--- config.mk ---
export PLATFORM = sky130hd
export DESIGN_NAME = warp_sched_ctrl
export DESIGN_NICKNAME = d
export VERILOG_FILES = /design/src/rtl/warp_sched_ctrl_pkg.sv /design/src/rtl/warp_slot_table.sv /design/src/rtl/warp_sched_ctrl.sv
export SDC_FILE = /design/constraint.sdc
export NUM_CORES = 1
export LEC_CHECK = 0
export ABC_AREA = 1
export BUFFER_PORTS_ARGS = -buffer_cell sky130_fd_sc_hd__buf_4
export CORE_MARGIN = 1.5
export CORE_UTILIZATION = 60
export CTS_CLUSTER_DIAMETER = 150
export DETAILED_ROUTE_END_ITERATION = 10
export PLACE_DENSITY = 0.8
export SYNTH_ARGS = -nofsm -noshare
export SYNTH_HDL_FRONTEND = slang
export SYNTH_SLANG_ARGS = --single-unit
--- constraint.sdc ---
create_clock -name clk -period 2.8 [get_ports clk]
set_clock_uncertainty 0.1 [all_clocks]
set_input_delay 0.56 -clock clk [delete_from_list [all_inputs] [get_ports clk]]
set_output_delay 0.56 -clock clk [all_outputs]
set_load 0.02 [all_outputs]
--- src/rtl/warp_sched_ctrl_pkg.sv ---
// Shared types and constants for the per-SM warp scheduler and its slot table.
package warp_sched_ctrl_pkg;

    localparam int DEF_NUM_WARPS = 32;
    localparam int DEF_WID_W     = $clog2(DEF_NUM_WARPS);

    typedef enum logic [1:0] {
        IDLE    = 2'd0,
        COLLECT = 2'd1,
        OFFER   = 2'd2,
        ROUND   = 2'd3
    } sched_state_e;

    // Bit positions within the scheduler err pulse vector.
    localparam int KIANA_SCHED_ERR_BAD_BEAT      = 0;
    localparam int KIANA_SCHED_ERR_INACTIVE_EVT  = 1;
    localparam int KIANA_SCHED_ERR_LAST_MISMATCH = 2;
    localparam int KIANA_SCHED_ERR_TIMEOUT       = 3;

endpackage

--- src/rtl/warp_slot_table.sv ---
// Per-warp slot bits (active, pending, stalled, barrier) with event priority and
// barrier release; produces the ready and active vectors for the scheduler FSM.
module warp_slot_table
    import warp_sched_ctrl_pkg::*;
#(
    parameter int NUM_WARPS = DEF_NUM_WARPS,
    parameter int WID_W     = DEF_WID_W
) (
    input  logic                 clk,
    input  logic                 rst_n,
    input  logic                 load_i,
    input  logic [NUM_WARPS-1:0] load_mask_i,
    input  logic                 beat_valid_i,
    input  logic [WID_W-1:0]     beat_id_i,
    input  logic                 issue_done_valid_i,
    input  logic [WID_W-1:0]     issue_done_id_i,
    input  logic                 stall_set_valid_i,
    input  logic [WID_W-1:0]     stall_set_id_i,
    input  logic                 stall_clr_valid_i,
    input  logic [WID_W-1:0]     stall_clr_id_i,
    input  logic                 bar_valid_i,
    input  logic [WID_W-1:0]     bar_id_i,
    input  logic                 exit_valid_i,
    input  logic [WID_W-1:0]     exit_id_i,
    output logic [NUM_WARPS-1:0] ready_o,
    output logic [NUM_WARPS-1:0] active_o,
    output logic                 inactive_err_o
);

    logic [NUM_WARPS-1:0] active_q, active_d;
    logic [NUM_WARPS-1:0] pending_q, pending_d;
    logic [NUM_WARPS-1:0] stalled_q, stalled_d;
    logic [NUM_WARPS-1:0] barrier_q, barrier_d;
    logic [NUM_WARPS-1:0] active_base;
    logic                 bar_release;

    // A launch in the same cycle makes its slots eligible for that cycle's events.
    assign active_base = load_i ? load_mask_i : active_q;
    assign bar_release = ((barrier_q & active_q) == active_q) && (active_q != '0);

    // NOTE: every variable gets a default at the top of always_comb so no latch is inferred.
    always_comb begin
        active_d  = active_base;
        pending_d = load_i ? '0 : pending_q;
        stalled_d = load_i ? '0 : stalled_q;
        barrier_d = (load_i || bar_release) ? '0 : barrier_q;

        // Later assignments win: issue_done < beat, stall_clr < stall_set, exit last.
        if (issue_done_valid_i)                        pending_d[issue_done_id_i] = 1'b0;
        if (beat_valid_i && active_base[beat_id_i])    pending_d[beat_id_i]       = 1'b1;
        if (stall_clr_valid_i)                         stalled_d[stall_clr_id_i]  = 1'b0;
        if (stall_set_valid_i && active_base[stall_set_id_i]) stalled_d[stall_set_id_i] = 1'b1;
        if (bar_valid_i && active_base[bar_id_i])      barrier_d[bar_id_i]        = 1'b1;
        if (exit_valid_i && active_base[exit_id_i]) begin
            active_d[exit_id_i]  = 1'b0;
            pending_d[exit_id_i] = 1'b0;
            stalled_d[exit_id_i] = 1'b0;
            barrier_d[exit_id_i] = 1'b0;
        end

        inactive_err_o = (exit_valid_i      && !active_base[exit_id_i])
                      || (stall_set_valid_i && !active_base[stall_set_id_i])
                      || (bar_valid_i       && !active_base[bar_id_i]);
    end

    // NOTE: the slot vectors are plain flops, so they take the async reset like any other state.
    always_ff @(posedge clk or negedge rst_n) begin
        if (!rst_n) begin
            active_q  <= '0;
            pending_q <= '0;
            stalled_q <= '0;
            barrier_q <= '0;
        end else begin
            active_q  <= active_d;
            pending_q <= pending_d;
            stalled_q <= stalled_d;
            barrier_q <= barrier_d;
        end
    end

    assign ready_o  = active_q & ~pending_q & ~stalled_q & ~barrier_q;
    assign active_o = active_q;

endmodule

--- src/rtl/warp_sched_ctrl.sv ---
// Per-SM warp scheduler: builds each round's eligible mask, offers it to the
// round-robin fetch unit, tracks the returned beats and reports completion/errors.
module warp_sched_ctrl
    import warp_sched_ctrl_pkg::*;
#(
    parameter int NUM_WARPS     = DEF_NUM_WARPS,
    parameter int WID_W         = $clog2(NUM_WARPS),
    parameter int ROUND_TIMEOUT = 1024
) (
    input  logic                 clk,
    input  logic                 rst_n,
    input  logic                 start,
    input  logic [NUM_WARPS-1:0] launch_mask,
    output logic                 fetch_s_tvalid,
    input  logic                 fetch_s_tready,
    output logic [NUM_WARPS-1:0] fetch_warp_mask,
    input  logic                 fetch_beat_valid,
    input  logic                 fetch_beat_last,
    input  logic [WID_W-1:0]     fetch_beat_id,
    input  logic                 issue_done_valid,
    input  logic [WID_W-1:0]     issue_done_id,
    input  logic                 stall_set_valid,
    input  logic [WID_W-1:0]     stall_set_id,
    input  logic                 stall_clr_valid,
    input  logic [WID_W-1:0]     stall_clr_id,
    input  logic                 bar_valid,
    input  logic [WID_W-1:0]     bar_id,
    input  logic                 exit_valid,
    input  logic [WID_W-1:0]     exit_id,
    output logic                 busy,
    output logic                 all_done,
    output logic [3:0]           err
);

    localparam int CNT_W = $clog2(ROUND_TIMEOUT) + 1;

    sched_state_e         state_q, state_d;
    logic [NUM_WARPS-1:0] mask_q, mask_d;
    logic [NUM_WARPS-1:0] outst_q, outst_d;
    logic [CNT_W-1:0]     tmo_q, tmo_d;
    logic                 tvalid_q, tvalid_d;
    logic                 all_done_q, all_done_d;
    logic [3:0]           err_q, err_d;

    logic [NUM_WARPS-1:0] ready, active;
    logic                 inactive_err;
    logic                 launch;
    logic                 beat;

    assign launch = start && (state_q == IDLE);
    assign beat   = fetch_beat_valid && (state_q == ROUND);

    warp_slot_table #(
        .NUM_WARPS (NUM_WARPS),
        .WID_W     (WID_W)
    ) u_slot (
        .clk                (clk),
        .rst_n              (rst_n),
        .load_i             (launch),
        .load_mask_i        (launch_mask),
        .beat_valid_i       (beat),
        .beat_id_i          (fetch_beat_id),
        .issue_done_valid_i (issue_done_valid),
        .issue_done_id_i    (issue_done_id),
        .stall_set_valid_i  (stall_set_valid),
        .stall_set_id_i     (stall_set_id),
        .stall_clr_valid_i  (stall_clr_valid),
        .stall_clr_id_i     (stall_clr_id),
        .bar_valid_i        (bar_valid),
        .bar_id_i           (bar_id),
        .exit_valid_i       (exit_valid),
        .exit_id_i          (exit_id),
        .ready_o            (ready),
        .active_o           (active),
        .inactive_err_o     (inactive_err)
    );

    always_comb begin
        logic [NUM_WARPS-1:0] outst_left;
        state_d    = state_q;
        mask_d     = mask_q;
        outst_d    = outst_q;
        tmo_d      = tmo_q;
        tvalid_d   = tvalid_q;
        all_done_d = 1'b0;
        err_d      = '0;
        err_d[KIANA_SCHED_ERR_INACTIVE_EVT] = inactive_err;
        outst_left = outst_q;

        case (state_q)
            IDLE: begin
                if (start) begin
                    if (launch_mask != '0) state_d = COLLECT;
                    else                   all_done_d = 1'b1;
                end
            end
            COLLECT: begin
                if (ready != '0) begin
                    mask_d   = ready;
                    tvalid_d = 1'b1;
                    state_d  = OFFER;
                end else if (active == '0) begin
                    all_done_d = 1'b1;
                    state_d    = IDLE;
                end
            end
            OFFER: begin
                if (tvalid_q && fetch_s_tready) begin
                    tvalid_d = 1'b0;
                    outst_d  = mask_q;
                    tmo_d    = '0;
                    state_d  = ROUND;
                end
            end
            ROUND: begin
                if (beat) begin
                    outst_left = outst_q;
                    outst_left[fetch_beat_id] = 1'b0;
                    outst_d = outst_left;
                    tmo_d   = '0;
                    if (!outst_q[fetch_beat_id]) err_d[KIANA_SCHED_ERR_BAD_BEAT] = 1'b1;
                    // Both a short last beat and an early drain end the round with an error.
                    if (fetch_beat_last || (outst_left == '0)) begin
                        state_d = COLLECT;
                        if (fetch_beat_last != (outst_left == '0))
                            err_d[KIANA_SCHED_ERR_LAST_MISMATCH] = 1'b1;
                    end
                end else if (tmo_q >= CNT_W'(ROUND_TIMEOUT - 1)) begin
                    err_d[KIANA_SCHED_ERR_TIMEOUT] = 1'b1;
                    state_d = COLLECT;
                end else if (tmo_q != '1) begin
                    tmo_d = tmo_q + 1'b1;
                end
            end
            default: state_d = IDLE;
        endcase
    end

    // NOTE: sequential state uses non-blocking assignments only; always_comb uses blocking.
    always_ff @(posedge clk or negedge rst_n) begin
        if (!rst_n) begin
            state_q    <= IDLE;
            mask_q     <= '0;
            outst_q    <= '0;
            tmo_q      <= '0;
            tvalid_q   <= 1'b0;
            all_done_q <= 1'b0;
            err_q      <= '0;
        end else begin
            state_q    <= state_d;
            mask_q     <= mask_d;
            outst_q    <= outst_d;
            tmo_q      <= tmo_d;
            tvalid_q   <= tvalid_d;
            all_done_q <= all_done_d;
            err_q      <= err_d;
        end
    end

    assign fetch_s_tvalid  = tvalid_q;
    assign fetch_warp_mask = mask_q;
    assign busy            = (state_q != IDLE);
    assign all_done        = all_done_q;
    assign err             = err_q;

endmodule

==> impl_metrics.csv <==
group,metric,value,unit
run_status,status,"completed",
final_layout,postLayoutCellArea,17000,um^2
final_layout,syn_to_final_growth,22.6,%
global_routing,grtUsageTotal,47.9,%
pwr,power_density,878,nW/um^2
floorplanning,io_pins,112,
synthesis,syn_inst,2114,
setup_path,slowest_delay,370,ps
setup_path,critPathRequiredTime,3180,ps
detailed_routing,wire_per_inst,22.2,um
setup_path,path_buf_inv,4,
timing,finalMaxSlewViolations,0,
synthesis,synth_area_leaders,"dfrtp_1, nand2_1, nand3_1, nor2_1, inv_1",
setup_path,slowest_stage,"dfrtp_1",
detailed_routing,wl,57.8,mm
setup_path,startpoint_type,"flip-flop",
timing,setup_viol,0,
floorplanning,die-area,24000,um^2
global_routing,grt_pass1_vias,15629,
final_layout,layout-drive-gt1-share,14.5,%
clock_network,clockBufferDepth,3,
final_layout,nets,2379,
setup_path,crit_path_end_kind,"flip-flop",
final_layout,instances_no_fill,2603,
place,port_buffers,111,
pwr,ir_drop,0.659,mV
flow_run,cap_violations,0,
synthesis,synth_cell_types,41,
clock_network,clk_latency,540,ps
setup_path,critPathKind,"reg -> reg",
pwr,p_leak,9.25,nW
setup_path,cp_common_cell,"nand2_1",
floorplanning,rows,55,
place,dpl.hpwl,41.9,mm
place,placed_cells,2554,
detailed_routing,drt.antenna.violating_nets,0,
synthesis,async_flop_share,100,%
setup_path,cp_cell_sequence,"inv_2 > ha_4 > nand2_4 > buf_12 > nand2_1 > nand2_2 > o21ai_0 > o21ai_1 > nand3_2 > nor2_4 > buf_12 > nand3_1 > nand2_1 > nand2_1 > inv_1",
synthesis,avgSynthCellArea,6.55,um^2
place,place.gp.congestion,1.08,
timing,fmax,364,MHz
clock_network,root_buffer,"clkbuf_16",
synthesis,synthFlopType,"dfrtp_1",
detailed_routing,routed_via_density,6.35,
synthesis,synth_edf_count,0,
timing,fin_crit,2750,ps
setup_path,cp.arrival,3130,ps
min_path,hold_path.class,"in -> reg",
detailed_routing,firstDrtPassIters,7,
detailed_routing,drtIter0Drc,2597,
detailed_routing,vias,16523,
clock_network,cts-buffers-inserted,25,
global_routing,grt_antenna_before_repair,2,
synthesis,ys_seq_area_share,38.1,%
clock_network,cts_sinks,211,
setup_path,crit_family,"simple AND/OR/NAND/NOR gates",
synthesis,yosys.area.top_type,"dfrtp_1",
timing,slew-limit-headroom,32.4,%
place,postPlaceCellArea,15900,um^2
clock_network,cts_tree,"built",
timing,hold_viol,0,
clock_network,htree_levels,1,
synthesis,syn_area,13800,um^2
final_layout,antenna_cells,0,
global_routing,grt_first_pass_wirelength,87.3,mm
clock_network,post-cts-setup-buffers,0,
final_layout,final_util,75.0,%
floorplanning,start_util,61.1,%
floorplanning,core-area,22600,um^2
floorplanning,dieWidth,155,um
floorplanning,die_h,155,um
clock_network,clk_pin_slew,60,ps
timing,rsz0062_at_grt,"yes",
synthesis,yosysTopAreaCellShare,38.1,%
setup_path,cp_max_fo,17,
pwr,power.total,14.9,mW
global_routing,grt-ovfl-total,0,
global_routing,grt_max_degree,93,
timing,timing.final.crit_share,98.1,%
synthesis,syn_nets,2194,
detailed_routing,drc,0,
synthesis,yosys_warnings,0,
synthesis,synth-seq-cells,211,
timing,worst_pin_slew,1010,ps
## placed cells by master, fill, tap and decap left out, drive strengths merged, types with 2 or more instances in the layout
master	netlist	routed
nand2	533	533
nor2	311	311
inv	284	285
nand3	267	267
buf	39	251
dfrtp	211	211
o21ai	128	128
o211ai	69	69
nor3	46	46
o22ai	42	42
nand4	37	37
clkbuf	58	35
nor4	18	18
o21a	18	18
a31oi	14	14
and2	8	8
a21oi	7	7
ha	7	7
bufinv	0	6
clkinv	2	6
nand3b	4	4
clkinvlp	0	3
o21bai	2	2
nor3b	2	2
## flip-flops by register name, summed over array words and instances, names as in the netlist
signal            flops
outst_q              32
fetch_s_tvalid        1
err                   4
u_slot.pending_q     32
tmo_q                11
u_slot.active_o      32
fetch_warp_mask      32
u_slot.stalled_q     32
all_done              1
u_slot.barrier_q     32
state_q               2
## metal layers
| metal | GRT usage, % | up-vias | part of all wire, % |
|---|---|---|---|
| li1 | - | 7275 | - |
| met1 | 60.3 | 7526 | 35 |
| met2 | 71.7 | 1346 | 42 |
| met3 | 16.4 | 372 | 16 |
| met4 | 28.3 | 4 | 7.2 |
| met5 | 0 | - | 0.047 |
## path summary, 6_finish.rpt
| path | slack, ps | to | from | cells past startpoint |
|---|---|---|---|---|
| setup / recovery | 50 | u_slot.pending_q[18]$_DFF_PN0_ | state_q[0]$_DFFE_PN0P_ | 15 |
| hold / removal | 200 | err[2]$_DFF_PN0_ | fetch_beat_valid | 3 |
| setup reg to reg | 50 | u_slot.pending_q[18]$_DFF_PN0_ | state_q[0]$_DFFE_PN0P_ | 15 |
| hold reg to reg | 420 | fetch_warp_mask[17]$_DFFE_PN0P_ | fetch_warp_mask[17]$_DFFE_PN0P_ | 2 |
| max in group asynchronous | 1460 | outst_q[8]$_DFFE_PN0P_ | rst_n | 3 |
| min in group asynchronous | 420 | tmo_q[8]$_DFFE_PN0P_ | rst_n | 2 |
## worst reg2reg max path, cell delays in order (launching register included)
cell,delay (ps)
dfrtp_1,370
inv_2,70
ha_4,180
nand2_4,150
buf_12,180
nand2_1,120
nand2_2,130
o21ai_0,130
o21ai_1,240
nand3_2,140
nor2_4,240
buf_12,190
nand3_1,210
nand2_1,130
nand2_1,70
inv_1,60
## per-stage QoR
step	setup TNS (ps)	hold WS, ps	worst slack, ps
finish	0	204	54.1
floorplan	0	164	4.88
detailed placement	-282	383	-142
CTS	0	197	22.9
global route	-3.83	236	-3.83
global placement	-107	384	-55.8
## timing repair
item | in CTS | in global routing
resized for setup | 0 | 21
hold buffers | 1 | 0
hold endpoints to repair | 37 | 0
setup endpoints to repair | 0 | 115
## logic make-up after synthesis
group / synth area share [%]
XOR/XNOR: 0.0633
adder cells (fa/ha/maj): 0.633
flip-flops: 38.1
AND/OR/NAND/NOR: 37.8
buffers and inverters: 10.8
AO/OA/AOI/OAI: 12.6
## area by class of cell
class                   instances  area (um^2)
multi-input cells            1520         7150
inverters                     286         1070
flip-flops and latches        211         5280
clock buffers                  32          692
clock inverters                14          235
repair buffers                255         2180
fillers                      1858         5670
well taps                     285          357
## where the power goes
part,leakage [nW],total (mW),internal [mW],switching (mW)
combinational,6.01,6.70,2.25,4.45
clock,0.446,3.69,2.30,1.38
sequential,2.80,4.51,3.80,0.704
## synth_stat cells, types with 2 or more instances
master	instances
nor4_1	18
o21bai_1	2
a21oi_1	7
nor3b_1	2
nand4_1	37
o22ai_1	42
nor3_1	42
nand3b_1	4
nand3_1	266
buf_4	5
o211ai_1	69
clkinv_1	2
ha_1	7
nor2_1	304
o21a_1	18
dfrtp_1	211
o21ai_1	6
and2_1	8
buf_1	9
nor2_2	6
inv_2	4
nor3_2	3
nand2_1	532
o21ai_0	122
buf_2	24
a31oi_1	14
inv_1	280
clkbuf_1	57
Note: power is estimated with default switching activity, not from simulation.
